<file path="src/rtl/spi_arbiter.sv">
`timescale 1ns/1ps
`default_nettype none
// ============================================================================
// Module  : spi_arbiter
// Purpose : Round-robin arbiter sharing one SPI master between the RTC and
//           cart engines, with an inter-grant chip-select gap and an idle-clock
//           timeout that forcibly revokes a stalled grant.
// Rev     : 1.0  initial release
// ============================================================================
module spi_arbiter #(
  parameter int TIMEOUT_CYCLES = 4096,
  parameter int GAP_CYCLES     = 2
) (
  input  logic       SClk,
  input  logic       Reset,
  input  logic [1:0] Req,
  output logic [1:0] Grant,
  input  logic [1:0] InClkRunning,
  input  logic [1:0] InClkStretch,
  input  logic [1:0] InSPIDo,
  input  logic [1:0] InnSel,
  output logic       OutClkRunning,
  output logic       OutClkStretch,
  output logic       OutSPIDo,
  output logic [1:0] OutnSel,
  output logic [1:0] Abort,
  output logic       TimeoutFlag,
  input  logic       ClearTimeout
);

  localparam int              CNT_W     = $clog2(TIMEOUT_CYCLES + 1);
  localparam logic [CNT_W-1:0] CNT_LIMIT = CNT_W'(TIMEOUT_CYCLES);
  localparam logic [3:0]      GAP_LAST  = 4'(GAP_CYCLES - 1);

  typedef enum logic [1:0] {
    IDLE  = 2'd0,
    GRANT = 2'd1,
    GAP   = 2'd2
  } state_t;

  state_t           state_q, state_d;
  logic [1:0]       grant_q, grant_d;
  logic [1:0]       abort_q, abort_d;
  logic [1:0]       blocked_q, blocked_d;
  logic             last_q, last_d;
  logic             flag_q, flag_d;
  logic [CNT_W-1:0] cnt_q, cnt_d;
  logic [3:0]       gap_q, gap_d;

  logic             owner;
  logic [1:0]       eligible;
  logic             winner;
  logic [CNT_W-1:0] cnt_inc;
  logic             timeout;
  logic             in_grant;

  assign owner    = grant_q[1];
  assign in_grant = (state_q == GRANT);
  assign eligible = Req & ~blocked_q;
  // On a tie the requester that was not served last wins.
  assign winner   = (eligible == 2'b11) ? ~last_q : eligible[1];
  assign cnt_inc  = (cnt_q == CNT_LIMIT) ? cnt_q : cnt_q + CNT_W'(1);
  assign timeout  = in_grant && !InClkRunning[owner] && (cnt_inc == CNT_LIMIT);

  always_comb begin
    state_d   = state_q;
    grant_d   = grant_q;
    abort_d   = 2'b00;
    last_d    = last_q;
    cnt_d     = cnt_q;
    gap_d     = gap_q;
    blocked_d = blocked_q & Req;
    flag_d    = timeout | (flag_q & ~ClearTimeout);

    case (state_q)
      IDLE: begin
        if (|eligible) begin
          grant_d = winner ? 2'b10 : 2'b01;
          last_d  = winner;
          cnt_d   = '0;
          state_d = GRANT;
        end
      end
      GRANT: begin
        // Timeout takes precedence over a simultaneous request drop.
        if (timeout) begin
          abort_d   = grant_q;
          blocked_d = blocked_d | grant_q;
          grant_d   = 2'b00;
          cnt_d     = '0;
          gap_d     = '0;
          state_d   = GAP;
        end else if (!Req[owner]) begin
          grant_d = 2'b00;
          cnt_d   = '0;
          gap_d   = '0;
          state_d = GAP;
        end else if (InClkRunning[owner]) begin
          cnt_d = '0;
        end else begin
          cnt_d = cnt_inc;
        end
      end
      GAP: begin
        if (gap_q >= GAP_LAST) begin
          state_d = IDLE;
        end else begin
          gap_d = gap_q + 4'd1;
        end
      end
      default: state_d = IDLE;
    endcase
  end

  always_ff @(posedge SClk or posedge Reset) begin
    if (Reset) begin
      state_q   <= IDLE;
      grant_q   <= 2'b00;
      abort_q   <= 2'b00;
      blocked_q <= 2'b00;
      last_q    <= 1'b1;
      flag_q    <= 1'b0;
      cnt_q     <= '0;
      gap_q     <= '0;
    end else begin
      state_q   <= state_d;
      grant_q   <= grant_d;
      abort_q   <= abort_d;
      blocked_q <= blocked_d;
      last_q    <= last_d;
      flag_q    <= flag_d;
      cnt_q     <= cnt_d;
      gap_q     <= gap_d;
    end
  end

  assign Grant         = grant_q;
  assign Abort         = abort_q;
  assign TimeoutFlag   = flag_q;
  assign OutClkRunning = in_grant & InClkRunning[owner];
  assign OutClkStretch = in_grant & InClkStretch[owner];
  assign OutSPIDo      = in_grant & InSPIDo[owner];
  assign OutnSel       = InnSel | ~grant_q;

endmodule
`default_nettype wire

</file>
<file path="config.mk">
export PLATFORM = sky130hd
export DESIGN_NAME = spi_arbiter
export DESIGN_NICKNAME = d
export VERILOG_FILES = /design/src/rtl/spi_arbiter.sv
export SDC_FILE = /design/constraint.sdc
export NUM_CORES = 1
export LEC_CHECK = 0
export CAP_MARGIN = 20
export CORE_MARGIN = 2
export CORE_UTILIZATION = 40
export CTS_CLUSTER_DIAMETER = 60
export DETAILED_ROUTE_END_ITERATION = 12
export HOLD_SLACK_MARGIN = 0.06
export SYNTH_ARGS = -nofsm -noshare
export SYNTH_HDL_FRONTEND = slang
export SYNTH_SLANG_ARGS = --single-unit
</file>
<file path="constraint.sdc">
create_clock -name SClk -period 2.9 [get_ports SClk]
set_input_delay 0.58 -clock SClk [delete_from_list [all_inputs] [get_ports SClk]]
set_output_delay 0.58 -clock SClk [all_outputs]
set_load 0.03 [all_outputs]
</file>
* Word-level counts from Yosys, hierarchy flattened
Index checks and enable logic that the tools add are counted.
Operators by class: add/subtract/negate cells 2, multipliers 0, div/mod/pow operators 0, magnitude comparators 2, equality and inequality tests 9, shift-type cells 0, mux-type cells 33, bitwise logic cells 13, reductions and logical operators 12
Operator list (count):
- $mux W13 | 5
- $eq A13 B13 Y1 const B | 2
- $pmux W13 S2 | 1
- $mux W2 | 12
- $add A13 B1 Y13 const B | 1
- $mux W4 | 3
- $mux W1 | 9
- $reduce_and A3 Y1 | 3
- $pmux W4 S2 | 1
- $ne A2 B2 Y1 const B | 3
- $pmux W2 S3 | 1
- $add A4 B1 Y4 const B | 1
- $and A1 B1 Y1 | 4
- $and A2 B2 Y2 | 2
- $eq A2 B2 Y1 const B | 2
- $ge A4 B1 Y1 const B | 1
- $not A2 Y2 | 2
- $or A2 B2 Y2 | 2
- $pmux W2 S2 | 1
- $reduce_and A2 Y1 | 2
- $reduce_bool A2 Y1 | 2
- $ne A3 B3 Y1 const B | 1
- $eq A2 B1 Y1 const B | 1
- $logic_and A1 B1 Y1 | 2
- other kinds (6) | 7
Storage, ports and cells: flip-flop bits (word level) 27, latch bits 0, RAM bits 0, bits in read-only memories 0, input bits 13, logic and storage cells 79, memories 0

* Logic depth before layout (Yosys ltp)
Gate-level depths: netlist (run 1).
word-level depth 7, gate-level depth with buffers 8

* Worst setup path after synthesis (run 1)
No wires, ideal clock.
kind reg-to-reg, start reg grant_q[1] (netlist: Grant[1]), end reg cnt_q[11], library setup time 139 ps, arrival 1953 ps, data required time 2761 ps, path slack 807 ps, stages on the path, launching flop included 7, path buffers 1, clock period less this slack 2093 ps, path through dfrtp_1 buf_2 mux2_2 a2111oi_4 nand3_4 o21ai_4 o311ai_1
Between the ends: cells in the longest elaborated chain, start to end 7, elaborated cells between the ends (all ways) 11
RTL lines:
- from (decl) | RTL line 42 | logic [1:0] grant_q, grant_d;
- from (signal assigned) | RTL line 127 | grant_q <= grant_d;
- $mux W1 (not written as such) (2 in series) | RTL line 63, 98
- $logic_not A1 Y1 | RTL line 63 | assign timeout = in_grant && !InClkRunning[owner] && (cnt_inc == CNT_LIMIT);
- $logic_and A1 B1 Y1 (2 in series) | RTL line 63
- $mux W13 * | RTL line 86 | if (timeout) begin
- $pmux W13 S2 * | RTL line 75 | case (state_q)
- to (signal assigned) | RTL line 132 | cnt_q <= cnt_d;
- to (decl) | RTL line 47 | logic [CNT_W-1:0] cnt_q, cnt_d;
Mark *: on every way between the ends. The rest lies on a longest branch, timed or not. The select of a mux whose other input is x is not followed. A chain may end at the register's enable or synchronous reset.

* Worst setup path in the final report (run 1)
start in InClkRunning[1], end out OutClkRunning
Between the ends: cells in the longest elaborated chain, start to end 3
RTL lines:
- from (decl) | RTL line 18 | input logic [1:0] InClkRunning,
- $mux W1 (not written as such) (2 in series) | RTL line 140 | assign OutClkRunning = in_grant & InClkRunning[owner];
- $and A1 B1 Y1 | RTL line 140
- to (decl) | RTL line 22 | output logic OutClkRunning,
Every way passes these cells. The select of a mux whose other input is x is not followed.

==> summary.txt, run 1 <==
outcome: completed
CTS root buf: clkbuf_8
Port Buffer Count: 22
Nets: 229
core area: 4090 sq um
Bufs and invs on worst path: 2
placed cell area: 2000 sq um
CTS resizes: 0
first-pass GRT wire length: 6.93 mm
peak supply drop: 395 uV
PD cells: 669 nW/um^2
Crit path largest cell delay: 0.68 ns
Worst Path Arrival: 1.97 ns
family with the most delay on the worst path: buffers and inverters
total gr overflow: 0
Worst Tran Pin Value: 0.438 ns
Clk Latency, worst-skew pair: 0.27 ns
Simple-Gate Fraction of Synth Area: 26.4%
pre-CTS setup slack: 0.351 ns
Worst Path Required: 2.32 ns
Worst setup EP type: output pin
FP Rows: 23
Worst-path clk slew: 0.09 ns
H-tree depth: 1
Global Route Usage Sum: 17.5%
total CTS buffers: 3
top cell type's share of synthesized area: 37.4%
Hold Slack: 0.481 ns
Max-slew headroom: 70.8%
multiplexer share of the synthesized area: 4.74%
Final Hold Fails: 0
final instance area: 2050 sq um
Critical Path Start Type: input pin
Vias/cell: 5.67
top cells by area, synth: dfrtp_1 (37%), nand3_1 (4.3%), ha_1 (3.6%)
fin cells: 260
drt wl/cell: 15.5 microns
Initial DRC Count: 109
Synth Net Count: 209
initial antenna violation count: 0
Unique masters post-synth: 49
Most Frequent Cell on Critical Path: clkdlybuf4s50_1
CTS tree: yes
Mapped Area: 1740 sq um
Setup violations, final: 0
Detail Route Antenna Nets: 0
total power: 1.37 mW
fin crit share: 88.0%
main flop type after synthesis: dfrtp_1
Final min period: 2.55 ns
setup TNS: 0 ns
Synth top cells by count: dfrtp_1 (26), nand2_1 (15), nand3_1 (15), inv_1 (11), nor2_1 (10)
layout cell share with drive strength beyond 1: 9.05%
Ant. Diodes: 0
compound-gate portion of the synthesized area: 18.5%
CTS Sinks: 27
via count: 1473
DP Wirelength: 3.03 mm
Yosys reg bits: 27
Setup Buffers After CTS: 0
final core occ: 50.1%
DR pass1 iterations: 4
I/O pin cnt: 23
Area Growth Syn to Fin: 17.6%
DRC: 0
Leak Pwr: 0.893 nW
unrepaired setup endpoints after global routing: no
fmax: 392 MHz
largest net degree at the start of global routing: 24
# placed instances: 256
HP Class: register to register
Slowest-stage cell, CP: clkdlybuf4s50_1
mean post-synth cell area: 9.12 sq um
Adder-Cell Fraction of Synth Area: 3.59%
YS warnings: 0
number of synthesized flops with an enable pin: 0
CP Max Fanout: 3
hold buffers post-CTS: 0
Synth area leader: dfrtp_1
gpl congestion: 0.802
DIE AREA: 4900 sq um
sequential-to-total area share from yosys stat: 38.9%
die height: 70.0 microns
clk_skew: 0.00499 ns
Async SR Flop Fraction: 100%
Critical Path, Cell by Cell: clkdlybuf4s50_1, mux2i_1, nor2_1, clkdlybuf4s50_1
Mapped Cells: 191
Die Span X: 70.0 microns
max_cap viols: 0
CP Class: input pin to output pin
Synth Area in XOR/XNOR: 3.02%
Max clock buf depth: 2
vias in the first global route: 1418
WL final: 4.02 mm
main combinational cell family by area after synthesis: simple AND/OR/NAND/NOR gates
starting density of the core: 42.6%
Pins Over Slew Limit: 0
count leader, synth: dfrtp_1
worst setup margin: 0.349 ns
## flip-flops by register name (all words and copies together), names as in the netlist
register     cells
last_q           1
state_q          2
Grant            2
cnt_q           13
TimeoutFlag      1
blocked_q        2
Abort            2
gap_q            4
## worst paths after layout
| kind | startpoint | endpoint | cells after the start | slack (ns) |
|---|---|---|---|---|
| max in group asynchronous | Reset | last_q | 3 | 1.82 |
| min reg2reg | blocked_q[1] | blocked_q[1] | 1 | 0.48 |
| max reg2reg | cnt_q[0] | gap_q[3] | 7 | 0.55 |
| min in group asynchronous | Reset | blocked_q[1] | 2 | 0.49 |
| min | blocked_q[1] | blocked_q[1] | 1 | 0.48 |
| max | InClkRunning[1] | OutClkRunning | 4 | 0.35 |
## kinds of logic after synthesis
group	count (synthesis)
muxes	8
AOI/OAI and AO/OA	42
buffers and inverters	21
and+or+nand+nor	82
DFF	27
xor gates and xnor gates	6
adders and majority gates	5
## per-layer routing
layer	wire length [microns]	track usage, %	vias up
met5	0	0	-
met4	51	4.91	0
met3	125	2.60	6
met2	1890	27.1	22
met1	1960	25.4	713
li1	-	-	732
## placed cells by master (no fill, tap or decap), drive strengths merged, types with 6 or more instances in the layout
master	netlist	layout
and3	7	7
clkdlybuf4s50	0	22
dfrtp	26	26
inv	11	11
mux2i	6	6
nand2	15	15
nand2b	6	6
nand3	17	17
nand4	8	8
nor2	10	10
nor3	8	8
o21ai	10	10
## cell type report
| type | instances | area, sq um |
|---|---|---|
| Timing Repair Buffer | 25 | 243 |
| Fill cell | 402 | 2040 |
| Multi-Input combinational cell | 143 | 980 |
| Tap cell | 50 | 62.6 |
| Clock buffer | 4 | 45.0 |
| Sequential cell | 27 | 677 |
| Inverter | 11 | 41.3 |
## power by group
group	internal, mW	total, mW	switching [mW]
sequential	0.442	0.545	0.103
clock	0.0984	0.217	0.118
combinational	0.257	0.608	0.351
total	0.798	1.37	0.572
Power figures use the tool's default switching activity.
==> run 2: changes to the inputs <==
ABC_AREA = 1   (was default)
==> run 2 against run 1 <==
  * Final cell count is 15% higher
  * Via count grew 1.6%
  * Synthesized cell count grew 16%
  * Wire length shrank 8.1%
==> summary.txt, run 2 <==
I/O pin cnt: 23 (unchanged)
met2 wire len: 1.59 mm (was 1.89 mm)
Max-slew headroom: 59.6% (was 70.8%)
family with the most delay on the worst path: buffers and inverters (unchanged)
top cells by area, synth: dfrtp_1 (39%), nand2_1 (14%), inv_1 (6.4%) (was dfrtp_1 (37%), nand3_1 (4.3%), ha_1 (3.6%))
placed cell area: 1940 sq um (was 2000 sq um)
DRC: 0 (unchanged)
Bufs and invs on worst path: 2 (unchanged)
setup TNS: 0 ns (unchanged)
FP Rows: 23 (unchanged)
Crit path largest cell delay: 0.68 ns (about the same)
RR Endpoint: gap_q[0] (was gap_q[3])
Worst Path Arrival: 1.96 ns (was 1.97 ns)
Max Used Layer: met4 (unchanged)
commonest non-fill, non-tap cell in the layout: nand2_1 (was dfrtp_1)
count leader, synth: nand2_1 (was dfrtp_1)
largest net degree at the start of global routing: 16 (was 24)
layout cell share with drive strength beyond 1: 10.4% (was 9.05%)
Setup violations, final: 0 (unchanged)
YS warnings: 0 (unchanged)
Synth area leader: dfrtp_1 (unchanged)
top flop regs: cnt_q: 13 flops, gap_q: 4 flops (unchanged)
mean post-synth cell area: 7.43 sq um (was 9.12 sq um)
clk_skew: 0.00402 ns (was 0.00499 ns)
starting density of the core: 41.5% (was 42.6%)
fmax: 394 MHz (was 392 MHz)
via count: 1496 (was 1473)
PD cells: 666 nW/um^2 (was 669 nW/um^2)
drt wl/cell: 12.4 microns (was 15.5 microns)
Clk Latency, worst-skew pair: 0.28 ns (was 0.27 ns)
total CTS buffers: 3 (unchanged)
met3 wire len: 169 microns (was 125 microns)
number of synthesized flops with an enable pin: 0 (unchanged)
Final min period: 2.54 ns (was 2.55 ns)
vias in the first global route: 1277 (was 1418)
Worst Path Required: 2.32 ns (about the same)
Final Hold Fails: 0 (unchanged)
Synth top cells by count: nand2_1 (61), inv_1 (28), dfrtp_1 (26), nor2_1 (23), nand3_1 (19) (was dfrtp_1 (26), nand2_1 (15), nand3_1 (15), inv_1 (11), nor2_1 (10))
final instance area: 1990 sq um (was 2050 sq um)
die height: 68.2 microns (was 70.0 microns)
Leak Pwr: 0.909 nW (was 0.893 nW)
CTS resizes: 0 (unchanged)
Vias/cell: 5.00 (was 5.67)
H-tree depth: 1 (unchanged)
Unique masters post-synth: 25 (was 49)
WHS Path Cells: 2 (was 1)
max_cap viols: 0 (unchanged)
most frequent cells in the layout: nand2_1 (61), inv_1 (28), dfrtp_1 (26), nor2_1 (23), clkdlybuf4s50_1 (22) (was dfrtp_1 (26), clkdlybuf4s50_1 (22), nand2_1 (15), nand3_1 (15), inv_1 (11))
fin crit share: 87.4% (was 88.0%)
Worst path depth: 4 (unchanged)
Setup Buffers After CTS: 0 (unchanged)
peak supply drop: 312 uV (was 395 uV)
Global Route Usage Sum: 17.7% (was 17.5%)
total power: 1.32 mW (was 1.37 mW)
Critical Path Start Type: input pin (unchanged)
Async SR Flop Fraction: 100% (unchanged)
Synth Net Count: 240 (was 209)
hold path start: last_q (was blocked_q[1])
Area Growth Syn to Fin: 20.4% (was 17.6%)
HP Class: register to register (unchanged)
CTS tree: yes (unchanged)
Initial DRC Count: 79 (was 109)
WHS Endpoint: last_q (was blocked_q[1])
CTS Sinks: 27 (unchanged)
worst r2r src: cnt_q[0] (unchanged)
Yosys reg bits: 27 (unchanged)
reg2reg setup slack: 0.69 ns (was 0.55 ns)
register name with the most flops: cnt_q (unchanged)
top cell type's share of synthesized area: 39.5% (was 37.4%)
WL final: 3.70 mm (was 4.02 mm)
unrepaired setup endpoints after global routing: no (unchanged)
Critical Path Source: InClkRunning[1] (unchanged)
Most Frequent Cell on Critical Path: clkdlybuf4s50_1 (unchanged)
DR pass1 iterations: 4 (unchanged)
sequential-to-total area share from yosys stat: 41.0% (was 38.9%)
Multi-input gate area: 845 sq um (was 980 sq um)
core area: 3970 sq um (was 4090 sq um)
Mapped Area: 1650 sq um (was 1740 sq um)
DP Wirelength: 2.78 mm (was 3.03 mm)
Worst Tran Pin Value: 0.601 ns (was 0.438 ns)
max reg flops: 13 (unchanged)
CP Max Fanout: 2 (was 3)
total gr overflow: 0 (unchanged)
FF+latch area: 677 sq um (unchanged)
Max clock buf depth: 2 (unchanged)
DIE AREA: 4650 sq um (was 4900 sq um)
CP Class: input pin to output pin (unchanged)
outcome: completed (unchanged)
main flop type after synthesis: dfrtp_1 (unchanged)
fin cells: 299 (was 260)
Slowest-stage cell, CP: clkdlybuf4s50_1 (unchanged)
Nets: 268 (was 229)
R2R depth: 14 (was 7)
Worst-path clk slew: 0.09 ns (about the same)
Pins Over Slew Limit: 0 (unchanged)
Post-Route M1 WL: 1.91 mm (was 1.96 mm)
first-pass GRT wire length: 6.20 mm (was 6.93 mm)
fillers: 405 (was 402)
Worst setup EP type: output pin (unchanged)
Port Buffer Count: 22 (unchanged)
Die Span X: 68.2 microns (was 70.0 microns)
Detail Route Antenna Nets: 0 (unchanged)
gpl congestion: 0.859 (was 0.802)
hold buffers post-CTS: 0 (unchanged)
# placed instances: 295 (was 256)
Ant. Diodes: 0 (unchanged)
Critical Path, Cell by Cell: clkdlybuf4s50_1, nand2_1, a21oi_1, clkdlybuf4s50_1 (was clkdlybuf4s50_1, mux2i_1, nor2_1, clkdlybuf4s50_1)
CTS root buf: clkbuf_8 (unchanged)
initial antenna violation count: 0 (unchanged)
Mapped Cells: 222 (was 191)
==> run 2: cells by family (layout without fill, tap and decap cells) <==
| kind of cell | after synthesis | count (layout) | synth area share [%] |
|---|---|---|---|
| adders and majority gates | 5 | 5 | 3.79 |
| AOI/OAI and AO/OA | 26 | 26 | 9.41 |
| and+or+nand+nor | 126 | 126 | 34.3 |
| buffers and inverters | 31 | 58 | 7.74 |
| xor gates and xnor gates | 7 | 7 | 3.72 |
| DFF | 27 | 27 | 41.0 |
==> run 2: worst register-to-register path, stage by stage, from the launching register on <==
cell and delay [ns]:
dfrtp_1 0.39, ha_1 0.20, nand2_1 0.11, nor2_2 0.23
nand2_2 0.11, nor2_2 0.08, nand2_1 0.07, nand2_1 0.08
nand2_1 0.07, nor2_2 0.11, nand3_2 0.18, nand2_4 0.23
nand2_2 0.11, nand2_1 0.09, nand2_1 0.05
==> run 2: stage by stage <==
stage,utilization [%],hold slack (ns),setup slack [ns]
2_1_floorplan,-,0.448,1.05
3_3_place_gp,48.8,0.459,0.394
3_5_place_dp,48.8,0.462,0.369
4_1_cts,50.0,0.479,0.363
5_1_grt,50.0,0.485,0.326
6_report,50.0,0.478,0.364
==> run 2: metal layers <==
layer  global-route usage [%]  vias up
met3                     2.80        4
met4                     4.50        0
met1                     27.0      691
met2                     25.8       32
li1                         -      769
met5                        0        -
==> run 2: final cells by class <==
type / count / area share, %
inverter: 28 / 5.29
tap: 50 / 3.15
timing repair buffer: 26 / 12.6
sequential: 27 / 34.1
clock buffer: 3 / 2.08
multi-input combinational: 164 / 42.5
clock inverter: 1 / 0.252
==> run 2: worst max path at each step <==
stage	slack, ns	to
after global placement	0.39	OutClkRunning
after global routing	0.33	OutClkStretch
after floorplan	1.05	OutClkRunning
after CTS	0.36	OutClkRunning
after detailed placement	0.37	OutClkRunning
final	0.36	OutClkRunning
==> run 2: report_power, final <==
group	internal, mW	switching [mW]	total (mW)
sequential	0.432	0.0438	0.476
combinational	0.206	0.418	0.624
clock	0.0965	0.125	0.221
==> run 3: changes to the inputs <==
PLACE_DENSITY = 0.7   (was default)
==> run 3 against run 2 <==
  * Clock power about the same
  * Clock-buffer cell count did not move
  * Global-route usage shrank 0.95 points
  * Final cell count fell by 0.33%
  * Die area stayed put
  * Fmax is 0.88% higher
  * Sequential power about the same
  * Wire length shrank 6.4%
  * Critical endpoint unchanged
  * Combinational power shrank 3%
  * Worst setup slack better by 0.022 ns
==> summary.txt, run 3 (synthesis gave the netlist of run 2 again) <==
via count: 1461 (was 1496)
Max clock buf depth: 2 (unchanged)
Max-slew headroom: 63.0% (was 59.6%)
FF+latch area: 677 sq um (unchanged)
gpl congestion: 0.833 (was 0.859)
Worst Tran Pin Value: 0.551 ns (was 0.601 ns)
CTS tree: yes (unchanged)
CTS Sinks: 27 (unchanged)
Final min period: 2.51 ns (was 2.54 ns)
vias in the first global route: 1331 (was 1277)
max_cap viols: 0 (unchanged)
DRC: 0 (unchanged)
die height: 68.2 microns (unchanged)
FP Rows: 23 (unchanged)
DIE AREA: 4650 sq um (unchanged)
Vias/cell: 4.90 (was 5.00)
Worst Path Arrival: 1.93 ns (was 1.96 ns)
I/O pin cnt: 23 (unchanged)
CTS root buf: clkbuf_8 (unchanged)
initial antenna violation count: 0 (unchanged)
Port Buffer Count: 22 (unchanged)
hold buffers post-CTS: 0 (unchanged)
Setup violations, final: 0 (unchanged)
fin cells: 298 (was 299)
first-pass GRT wire length: 5.87 mm (was 6.20 mm)
largest net degree at the start of global routing: 28 (was 16)
pre-CTS setup slack: 0.399 ns (was 0.369 ns)
HP Class: register to register (unchanged)
starting density of the core: 41.5% (unchanged)
Area Growth Syn to Fin: 20.0% (was 20.4%)
Worst-path clk slew: 0.10 ns (was 0.09 ns)
CP Max Fanout: 2 (unchanged)
core area: 3970 sq um (unchanged)
Global Route Usage Sum: 16.7% (was 17.7%)
DP Wirelength: 2.60 mm (was 2.78 mm)
Worst Path Required: 2.32 ns (about the same)
CP Class: input pin to output pin (unchanged)
DR pass1 iterations: 4 (unchanged)
PD cells: 661 nW/um^2 (was 666 nW/um^2)
top flop regs: cnt_q: 13 flops, gap_q: 4 flops (unchanged)
CTS resizes: 0 (unchanged)
register name with the most flops: cnt_q (unchanged)
Die Span X: 68.2 microns (unchanged)
H-tree depth: 1 (unchanged)
setup TNS: 0 ns (unchanged)
total CTS buffers: 3 (unchanged)
Leak Pwr: 0.904 nW (was 0.909 nW)
WL final: 3.46 mm (was 3.70 mm)
outcome: completed (unchanged)
worst setup margin: 0.386 ns (was 0.364 ns)
Worst setup EP type: output pin (unchanged)
Initial DRC Count: 101 (was 79)
Setup Buffers After CTS: 0 (unchanged)
Clk Latency, worst-skew pair: 0.28 ns (about the same)
fin crit share: 86.7% (was 87.4%)
most frequent cells in the layout: nand2_1 (61), inv_1 (28), dfrtp_1 (26), nor2_1 (23), clkdlybuf4s50_1 (22) (unchanged)
Ant. Diodes: 0 (unchanged)
Multi-input gate area: 845 sq um (unchanged)
fillers: 394 (was 405)
# placed instances: 294 (was 295)
unrepaired setup endpoints after global routing: no (unchanged)
Detail Route Antenna Nets: 0 (unchanged)
commonest non-fill, non-tap cell in the layout: nand2_1 (unchanged)
peak supply drop: 282 uV (was 312 uV)
reg2reg setup slack: 0.76 ns (was 0.69 ns)
Pins Over Slew Limit: 0 (unchanged)
max reg flops: 13 (unchanged)
Nets: 267 (was 268)
drt wl/cell: 11.6 microns (was 12.4 microns)
layout cell share with drive strength beyond 1: 10.1% (was 10.4%)
Critical Path Start Type: input pin (unchanged)
total gr overflow: 0 (unchanged)
clk_skew: 0.00470 ns (was 0.00402 ns)
final core occ: 49.8% (was 50.0%)
Final Hold Fails: 0 (unchanged)
fmax: 398 MHz (was 394 MHz)
## run 3: final cells by class
cell class	instances	area share, %
multi-input cells	164	42.7
inverters	28	5.31
flip-flops and latches	27	34.2
well taps	50	3.16
clock buffers	3	2.09
clock inverters	1	0.253
repair buffers	25	12.3
## run 3: per-layer routing
metal	up-vias	track usage, %	routed length, microns
met2	25	27.5	1540
met4	0	6.75	53
met1	661	22.6	1750
met5	-	0	0
met3	4	1.64	117
li1	771	-	-
## run 3: path summary, 6_finish.rpt
kind / depth (start not counted) / startpoint / endpoint
max in group asynchronous: 3 / Reset / last_q
worst min register to register: 2 / last_q / last_q
worst max register to register: 14 / cnt_q[1] / gap_q[0]
worst min-delay path: 2 / last_q / last_q
min in group asynchronous: 3 / Reset / gap_q[2]
worst max-delay path: 4 / InClkRunning[1] / OutClkRunning
## run 3: through the flow
step | hold slack (ns) | power (mW) | area (sq um)
2_1_floorplan | 0.448 | 0.912 | 1650
3_3_place_gp | 0.462 | 1.10 | 1930
3_5_place_dp | 0.461 | 1.10 | 1930
4_1_cts | 0.478 | 1.32 | 1980
5_1_grt | 0.501 | 1.41 | 1980
6_report | 0.477 | 1.31 | 1980
## run 3: power by group
group	internal (mW)	switching [mW]	total, mW
Sequential	0.432	0.0440	0.476
Clock	0.0966	0.126	0.223
Combinational	0.205	0.403	0.608
## run 3: worst max-delay path, stage by stage
cell and delay (ns):
clkdlybuf4s50_1 0.46, nand2_1 0.07, a21oi_1 0.15, clkdlybuf4s50_1 0.68
